## src/rtl/hit_reporter_pkg.sv

```systemverilog
// Shared types and constants for the hit reporter.
// The hit record is sized to the widest lane/score it supports.
package hit_reporter_pkg;

  localparam int QUERY_ID_W  = 16;
  localparam int COL_W       = 32;
  localparam int PE_MAX_W    = 16;
  localparam int SCORE_MAX_W = 32;

  typedef enum logic {
    IDLE = 1'b0,
    SCAN = 1'b1
  } state_t;

  typedef struct packed {
    logic [QUERY_ID_W-1:0]  query_id;
    logic [PE_MAX_W-1:0]    pe;
    logic [COL_W-1:0]       col;
    logic [SCORE_MAX_W-1:0] score;
  } hit_t;

endpackage

```

## src/rtl/hit_reporter_hit_fifo.sv

```systemverilog
// First-word-fall-through FIFO for hit records.
// flush empties it in one cycle and wins over push/pop.
module hit_fifo #(
  parameter int  DEPTH = 16,
  parameter type T     = logic [7:0]
) (
  input  logic clk,
  input  logic rst,
  input  logic flush,
  input  logic push,
  input  T     din,
  input  logic pop,
  output T     dout,
  output logic full,
  output logic empty
);
  localparam int AW = $clog2(DEPTH);

  T               mem [DEPTH];
  logic [AW-1:0]  wr_ptr;
  logic [AW-1:0]  rd_ptr;
  logic [AW:0]    count;
  logic           do_push;
  logic           do_pop;

  assign full    = count == (AW+1)'(DEPTH);
  assign empty   = count == '0;
  assign do_push = push && !full;
  assign do_pop  = pop && !empty;
  assign dout    = mem[rd_ptr];

  always_ff @(posedge clk or negedge rst) begin
    if (!rst) begin
      wr_ptr <= '0;
      rd_ptr <= '0;
      count  <= '0;
    end else if (flush) begin
      wr_ptr <= '0;
      rd_ptr <= '0;
      count  <= '0;
    end else begin
      if (do_push) wr_ptr <= wr_ptr + 1'b1;
      if (do_pop)  rd_ptr <= rd_ptr + 1'b1;
      unique case ({do_push, do_pop})
        2'b10:   count <= count + 1'b1;
        2'b01:   count <= count - 1'b1;
        default: count <= count;
      endcase
    end
  end

  always_ff @(posedge clk) begin
    if (do_push && !flush) mem[wr_ptr] <= din;
  end
endmodule

```

## src/rtl/hit_reporter.sv

```systemverilog
// Captures systolic output columns and serialises flagged lanes
// into a hit FIFO, lowest lane first, stalling upstream meanwhile.
module hit_reporter
  import hit_reporter_pkg::*;
#(
  parameter int NUM_PES    = 64,
  parameter int WIDTH      = 10,
  parameter int FIFO_DEPTH = 16,
  localparam int PE_W = (NUM_PES > 1) ? $clog2(NUM_PES) : 1
) (
  input  logic                     clk,
  input  logic                     rst,
  input  logic                     start_in,
  input  logic [QUERY_ID_W-1:0]    query_id_in,
  input  logic                     valid_in,
  input  logic [NUM_PES*WIDTH-1:0] V_in,
  input  logic [NUM_PES-1:0]       high_score_in,
  output logic                     stall_out,
  output logic                     hit_valid_out,
  input  logic                     hit_rdy_in,
  output logic [QUERY_ID_W-1:0]    hit_query_id_out,
  output logic [PE_W-1:0]          hit_pe_out,
  output logic [COL_W-1:0]         hit_col_out,
  output logic [WIDTH-1:0]         hit_score_out,
  output logic [31:0]              hit_count_out
);

  state_t                   state;
  state_t                   state_n;
  logic [NUM_PES*WIDTH-1:0] pend_v;
  logic [NUM_PES-1:0]       pend_f;
  logic [COL_W-1:0]         pend_col;
  logic [COL_W-1:0]         col_cnt;
  logic [QUERY_ID_W-1:0]    qid;
  logic [31:0]              hit_count;

  logic [PE_W-1:0]          sel;
  logic [NUM_PES-1:0]       rest;
  logic                     last;
  logic                     push;
  logic                     capture;
  logic                     full;
  logic                     empty;
  hit_t                     rec;
  hit_t                     head;
  logic                     unused_bits;

  // Lowest set pending flag wins.
  always_comb begin
    sel = '0;
    for (int i = NUM_PES - 1; i >= 0; i--) begin
      if (pend_f[i]) sel = PE_W'(i);
    end
  end

  assign rest    = pend_f & ~(NUM_PES'(1) << sel);
  assign last    = ~|rest;
  assign push    = (state == SCAN) && !full && !start_in;
  assign capture = (state == IDLE) && valid_in && !start_in;

  always_comb begin
    rec          = '0;
    rec.query_id = qid;
    rec.pe[PE_W-1:0] = sel;
    rec.col      = pend_col;
    rec.score[WIDTH-1:0] = pend_v[int'(sel)*WIDTH +: WIDTH];
  end

  always_comb begin
    state_n = state;
    unique case (state)
      IDLE: if (capture && |high_score_in) state_n = SCAN;
      SCAN: if (push && last) state_n = IDLE;
      default: state_n = IDLE;
    endcase
    if (start_in) state_n = IDLE;
  end

  always_ff @(posedge clk or negedge rst) begin
    if (!rst) state <= IDLE;
    else      state <= state_n;
  end

  always_ff @(posedge clk or negedge rst) begin
    if (!rst) begin
      pend_v    <= '0;
      pend_f    <= '0;
      pend_col  <= '0;
      col_cnt   <= '0;
      qid       <= '0;
      hit_count <= '0;
    end else if (start_in) begin
      pend_f    <= '0;
      col_cnt   <= '0;
      qid       <= query_id_in;
      hit_count <= '0;
    end else if (capture) begin
      pend_v   <= V_in;
      pend_f   <= high_score_in;
      pend_col <= col_cnt;
      col_cnt  <= col_cnt + 1'b1;
    end else if (push) begin
      pend_f <= rest;
      if (hit_count != '1) hit_count <= hit_count + 1'b1;
    end
  end

  hit_fifo #(
    .DEPTH (FIFO_DEPTH),
    .T     (hit_t)
  ) u_fifo (
    .clk   (clk),
    .rst   (rst),
    .flush (start_in),
    .push  (push),
    .din   (rec),
    .pop   (hit_valid_out && hit_rdy_in),
    .dout  (head),
    .full  (full),
    .empty (empty)
  );

  // Gating on empty keeps every data output at zero through reset.
  assign stall_out        = state == SCAN;
  assign hit_valid_out    = !empty;
  assign hit_query_id_out = empty ? '0 : head.query_id;
  assign hit_pe_out       = empty ? '0 : head.pe[PE_W-1:0];
  assign hit_col_out      = empty ? '0 : head.col;
  assign hit_score_out    = empty ? '0 : head.score[WIDTH-1:0];
  assign hit_count_out    = hit_count;
  assign unused_bits      = ^{head.pe, head.score};

endmodule

```

## config.mk

```make
export PLATFORM = sky130hd
export DESIGN_NAME = hit_reporter
export DESIGN_NICKNAME = d
export VERILOG_FILES = /design/src/rtl/hit_reporter_pkg.sv /design/src/rtl/hit_reporter_hit_fifo.sv /design/src/rtl/hit_reporter.sv
export SDC_FILE = /design/constraint.sdc
export NUM_CORES = 2
export LEC_CHECK = 0
export BUFFER_PORTS_ARGS = -buffer_cell sky130_fd_sc_hd__clkbuf_2
export CAP_MARGIN = 20
export CORE_MARGIN = 3
export CORE_UTILIZATION = 40
export DETAILED_ROUTE_END_ITERATION = 7
export GPL_ROUTABILITY_DRIVEN = 0
export MAX_ROUTING_LAYER = met4
export PLACE_DENSITY = 0.57
export SLEW_MARGIN = 20
export SYNTH_ARGS = -nofsm -noshare
export SYNTH_HDL_FRONTEND = slang
export SYNTH_SLANG_ARGS = --single-unit
```

## constraint.sdc

```tcl
create_clock -name clk -period 6.4 [get_ports clk]
set_input_delay 0.96 -clock clk [delete_from_list [all_inputs] [get_ports clk]]
set_output_delay 0.96 -clock clk [all_outputs]
set_load 0.05 [all_outputs]
```

Word-level counts from Yosys, hierarchy flattened. Memories as Yosys holds them, arrays and structs flattened. Index checks and enable logic that the tools add are counted.

Register bits after elaboration: 830. Bits in writable memories: 1024. Bits of input ports: 725. Output and inout bits: 98. Word-level logic and storage cells: 144. Memories kept: 1.

$add $sub $neg: 6. Multiply operators: 1. Eq/ne operators: 5. Shift-type cells: 2. Multiplexer cells: 89. Bitwise logic cells: 4. Reduce and logical (&&, ||, !) cells: 26.

Memory list: u_fifo.mem (depth 16, width 64, read ports 1, clocked after Yosys merged registers in 0, write ports 1, line hit_reporter_hit_fifo.sv:19) `T mem [DEPTH];`.

Operator list (count): $shiftx A640 B11 Y10 (1); $mux W6 (65); $mux W32 (7); $mux W64 (3); $reduce_or A64 Y1 (2); $add A32 B1 Y32 const B (2); $and A64 B64 Y64 (1); $not A64 Y64 (1); $shl A1 B6 Y64 const A (1); $ne A32 B32 Y1 const B (1); $mux W16 (1); $mux W4 (4); $logic_and A1 B1 Y1 (10); $mux W10 (1); $pmux W5 S2 (1); $reduce_bool A2 Y1 (5); $mul A6 B3 Y9 const B (1); $add A4 B1 Y4 const B (2); $reduce_bool A3 Y1 (2); $add A5 B1 Y5 const B (1); $eq A5 B5 Y1 const B (1); $logic_not A5 Y1 (1); $mux W1 (5); $mux W5 (1); 9 further kinds (13).

Logic depth before layout (Yosys ltp).
Word-level depth: 73. Depth in mapped cells: 16. Mapped depth without buffers: 12.

Cells and area by module. Synthesis repeated with hierarchy kept, for this count alone.

Cell total of the unflattened synthesis: 6078. Area total of the unflattened synthesis: 97880.1 um2.

Modules (own cells, without submodules): hit_fifo (instances 1, cells an instance 2465, area each 58213.3 um2, seq. area each 46449.5 um2); hit_reporter (instances 1, cells an instance 3613, area each 39666.8 um2, seq. area each 20444.6 um2).

Worst setup path before layout. No wires, ideal clock.

Path kind: input to register. From: input start_in. To: memory u_fifo.mem[4][0] (netlist bit) (enable). Setup time: 565 ps. Arrival time: 5836 ps. Data required time: 5835 ps. Setup slack: -1 ps. Cell stages on the path: 4. Path buffers: 1. Cells stage by stage: clkbuf_1 nor2_1 nand2_1 nor3_1.

Word-level cells in the longest chain between the ends: 6.

Ends and longest elaborated chain: start, declared (line hit_reporter.sv:13) `input logic start_in,`; $logic_not A1 Y1 * (line hit_reporter_hit_fifo.sv:53, hit_reporter.sv:58); $logic_and A1 B1 Y1 (line hit_reporter.sv:58) `assign push = (state == SCAN) && !full && !start_in;`; $logic_and A1 B1 Y1 (line hit_reporter_hit_fifo.sv:28) `assign do_push = push && !full;`; $logic_and A1 B1 Y1 * (line hit_reporter_hit_fifo.sv:53) `if (do_push && !flush) mem[wr_ptr] <= din;`; $mux W1 * (line hit_reporter_hit_fifo.sv:53); $mux W1 (implied by the code) * (line hit_reporter_hit_fifo.sv:53); end, declared (line hit_reporter_hit_fifo.sv:19).

Every way passes the cells marked *; elsewhere a longest branch is shown, timed or not.

==> results_dict.tcl <==
set metrics [dict create \
    synthTopCellsByArea "edfxtp_1 (39%), dfrtp_1 (26%), mux2_2 (11%)" \
    finalMaxSlewViolations 0 \
    max_freq_mhz 189 \
    yosys.area.top_type "edfxtp_1" \
    p_leak_nw 35.3 \
    finish.utilization 0.479 \
    yosys.cell_count.top_type "edfxtp_1" \
    finalPower_mw 34.1 \
    fp.dieW_um 449 \
    antenna_found_initial 81 \
    worst-path-max-fanout 90 \
    vias 49642 \
    path_cells "or2_2 > nor4_1 > o211a_1 > o211ai_1 > o21ai_4 > buf_12 > buf_4 > mux2_2 > o21ai_0 > a31oi_1 > a31oi_1 > a21oi_1 > or3_1" \
    drtPass1Iterations 5 \
    finalHoldViolations 0 \
    regArea_um2 51500 \
    crit_slowest_cell "or3_1" \
    p_sw_mw 10.6 \
    cts.sinks 1854 \
    fin_crit_sh 0.828 \
    overflow 0 \
    htree_num_levels 4 \
    wl_um 259000 \
    die_h_um 449 \
    critPathMaxStageDelay_ps 640 \
    crit_path_frequent_cell "a31oi_1" \
    port_buffers 822 \
    synth_top_area_frac 0.392 \
    mappedNetlistArea_um2 78400 \
    status "finished clean" \
    cp.buffers_inverters 2 \
    layout.cells.non_filler 8779 \
    areaGrowthSynthToFinish_pct 18.2 \
    grt_pass1_vias 51599 \
    cp-start-kind "flop" \
    cts_buffer_depth 3 \
    cts_hold_buf 0 \
    grt_use_total 0.261 \
    io_pins 823 \
    cts_tree "built" \
    cap_violations 0 \
    dp_hpwl_um 170000 \
    pwr-share-comb 0.231 \
    setup_viol 0 \
    clock_latency_ps 830 \
    vias_per_cell 5.65 \
    synth_edf_count 1024 \
    synth_ff_type "edfxtp_1" \
    start_util 0.405 \
    synth_async_sr_flop_share 0.448 \
    synthCells 5133 \
    post_cts_resized 0 \
    avgRoutedWirePerCell_um 29.5 \
    cts_made_buffers 197 \
    ir_drop_mv 0.250 \
    dieArea_um2 201000 \
    synth_commonest_cells "edfxtp_1 (1024), dfrtp_1 (830), mux2_2 (750)" \
    coreArea_um2 194000 \
    first_iter_violations 4647 \
    drc 0 \
    synth.distinct_cells 75 \
    cts_root_buf "clkbuf_16" \
    grt_max_degree 168 \
    tns_ps 0 \
    cts_setup_buffers 0 \
    finalNetCount 6665 \
    arrival_ps 5740 \
    slew_headroom 0.228 \
    switching_share 0.311 \
    worstPathRequired_ps 6840 \
    ys_seq_area_frac 0.657 \
    worst_hold_path_type "primary input to asynchronous set/reset pin" \
    path_class "flop to flop" \
    postRouteAntennaNets 0 \
    clkPwrFrac 0.343 \
    clk_pin_slew_ps 60 \
    power_density_nw_per_um2 368 \
    multiInputGateArea_um2 25700 \
    post-route-min-period_ps 5300 \
    skew_ps 48.9 \
    power_frac_seq 0.426 \
    worst-slew-pin-transition_ps 1160 \
    intPower_mw 23.5 \
    syn_nets 5869 \
    rsz0062_at_grt "no" \
    finalHoldWorstSlack_ps 133 \
    end_kind "flop" \
    drive_gt1_frac 0.387 \
    grt_pass1_wl_um 372000 \
    cp_top_family "compound AO/OA/AOI/OAI gates" \
    yosysWarnings 0 \
    n_fill_cell 16972 \
    synth_seq_cells 1854 \
    syn_avg_cell_area_um2 15.3 \
    dpl.cell_count 8338 \
    row_count 161 \
]
-- layout by cell type (no fill, tap or decap), drive strengths merged, types with 52 or more instances in the layout --
master  count
diode      72
clkbuf   1094
a21oi     109
buf       106
nor4       52
nand2     657
and2       78
nor2      125
a31oi     117
dfrtp     830
mux2      750
and3       55
clkinv     62
mux4      320
edfxtp   1024
nand3     135
o21ai     121
-- routing by layer --
| metal | wire (um) | track usage | up-vias |
|---|---|---|---|
| met5 | 0 | - | - |
| met4 | 11600 | 0.109 | 0 |
| met3 | 15700 | 0.0509 | 468 |
| met2 | 128000 | 0.423 | 1846 |
| met1 | 103000 | 0.320 | 25972 |
| li1 | - | - | 21356 |
-- kinds of logic after synthesis --
logic type,count (synthesis),share of synthesized area
muxes,1072,0.200
and+or+nand+nor,1242,0.0732
buffers and inverters,352,0.0175
DFF,1854,0.657
xor gates and xnor gates,60,0.00670
adders and majority gates,11,0.00185
AOI/OAI and AO/OA,542,0.0441
-- through the flow --
step / worst slack, ps / area [um^2]
floorplan: -0.757 / 78400
global route: 910 / 92700
detailed placement: 1020 / 85800
finish: 1100 / 92700
global placement: 1190 / 85800
CTS: 1010 / 92500
-- path summary, 6_finish.rpt --
kind,from,endpoint,slack (ps),cells after the start
worst max-delay path,pend_f[7]$_DFFE_PN0P_,u_fifo.mem[14][2]$_DFFE_PP_,1100,13
worst min-delay path,rst,pend_v[323]$_DFFE_PN0P_,130,1
worst max register to register,pend_f[7]$_DFFE_PN0P_,u_fifo.mem[14][2]$_DFFE_PP_,1100,13
worst min register to register,pend_v[395]$_DFFE_PN0P_,pend_v[395]$_DFFE_PN0P_,500,1
max in group asynchronous,rst,hit_count_out[27]$_DFFE_PN0P_,4620,2
min in group clk,V_in[144],pend_v[144]$_DFFE_PN0P_,360,2
-- power by group through the flow --
stage / logic [mW] / registers (mW) / clock network, mW
4_1_cts: 8.02 / 14.5 / 11.9
2_1_floorplan: 5.27 / 14.3 / 0
3_5_place_dp: 8.01 / 14.7 / 0
5_1_grt: 8.44 / 14.6 / 12.5
3_3_place_gp: 7.95 / 14.7 / 0
6_report: 7.87 / 14.5 / 11.7
-- sequential cells by signal, summed over array words and instances, names as in the netlist, 5 cells and up --
signal and cells:
pend_v 640, qid 16, pend_col 32, u_fifo.mem 1024, hit_count_out 32, pend_f 64, u_fifo.count 5, col_cnt 32
-- cell type report --
cell class | count | share of cell area
antenna | 72 | 0.00194
timing repair buffer | 926 | 0.0565
clock inverter | 95 | 0.0119
tap | 2608 | 0.0352
multi-input combinational | 2927 | 0.277
clock buffer | 274 | 0.0603
sequential | 1854 | 0.556
inverter | 23 | 0.00107
Power figures use the tool's default switching activity.
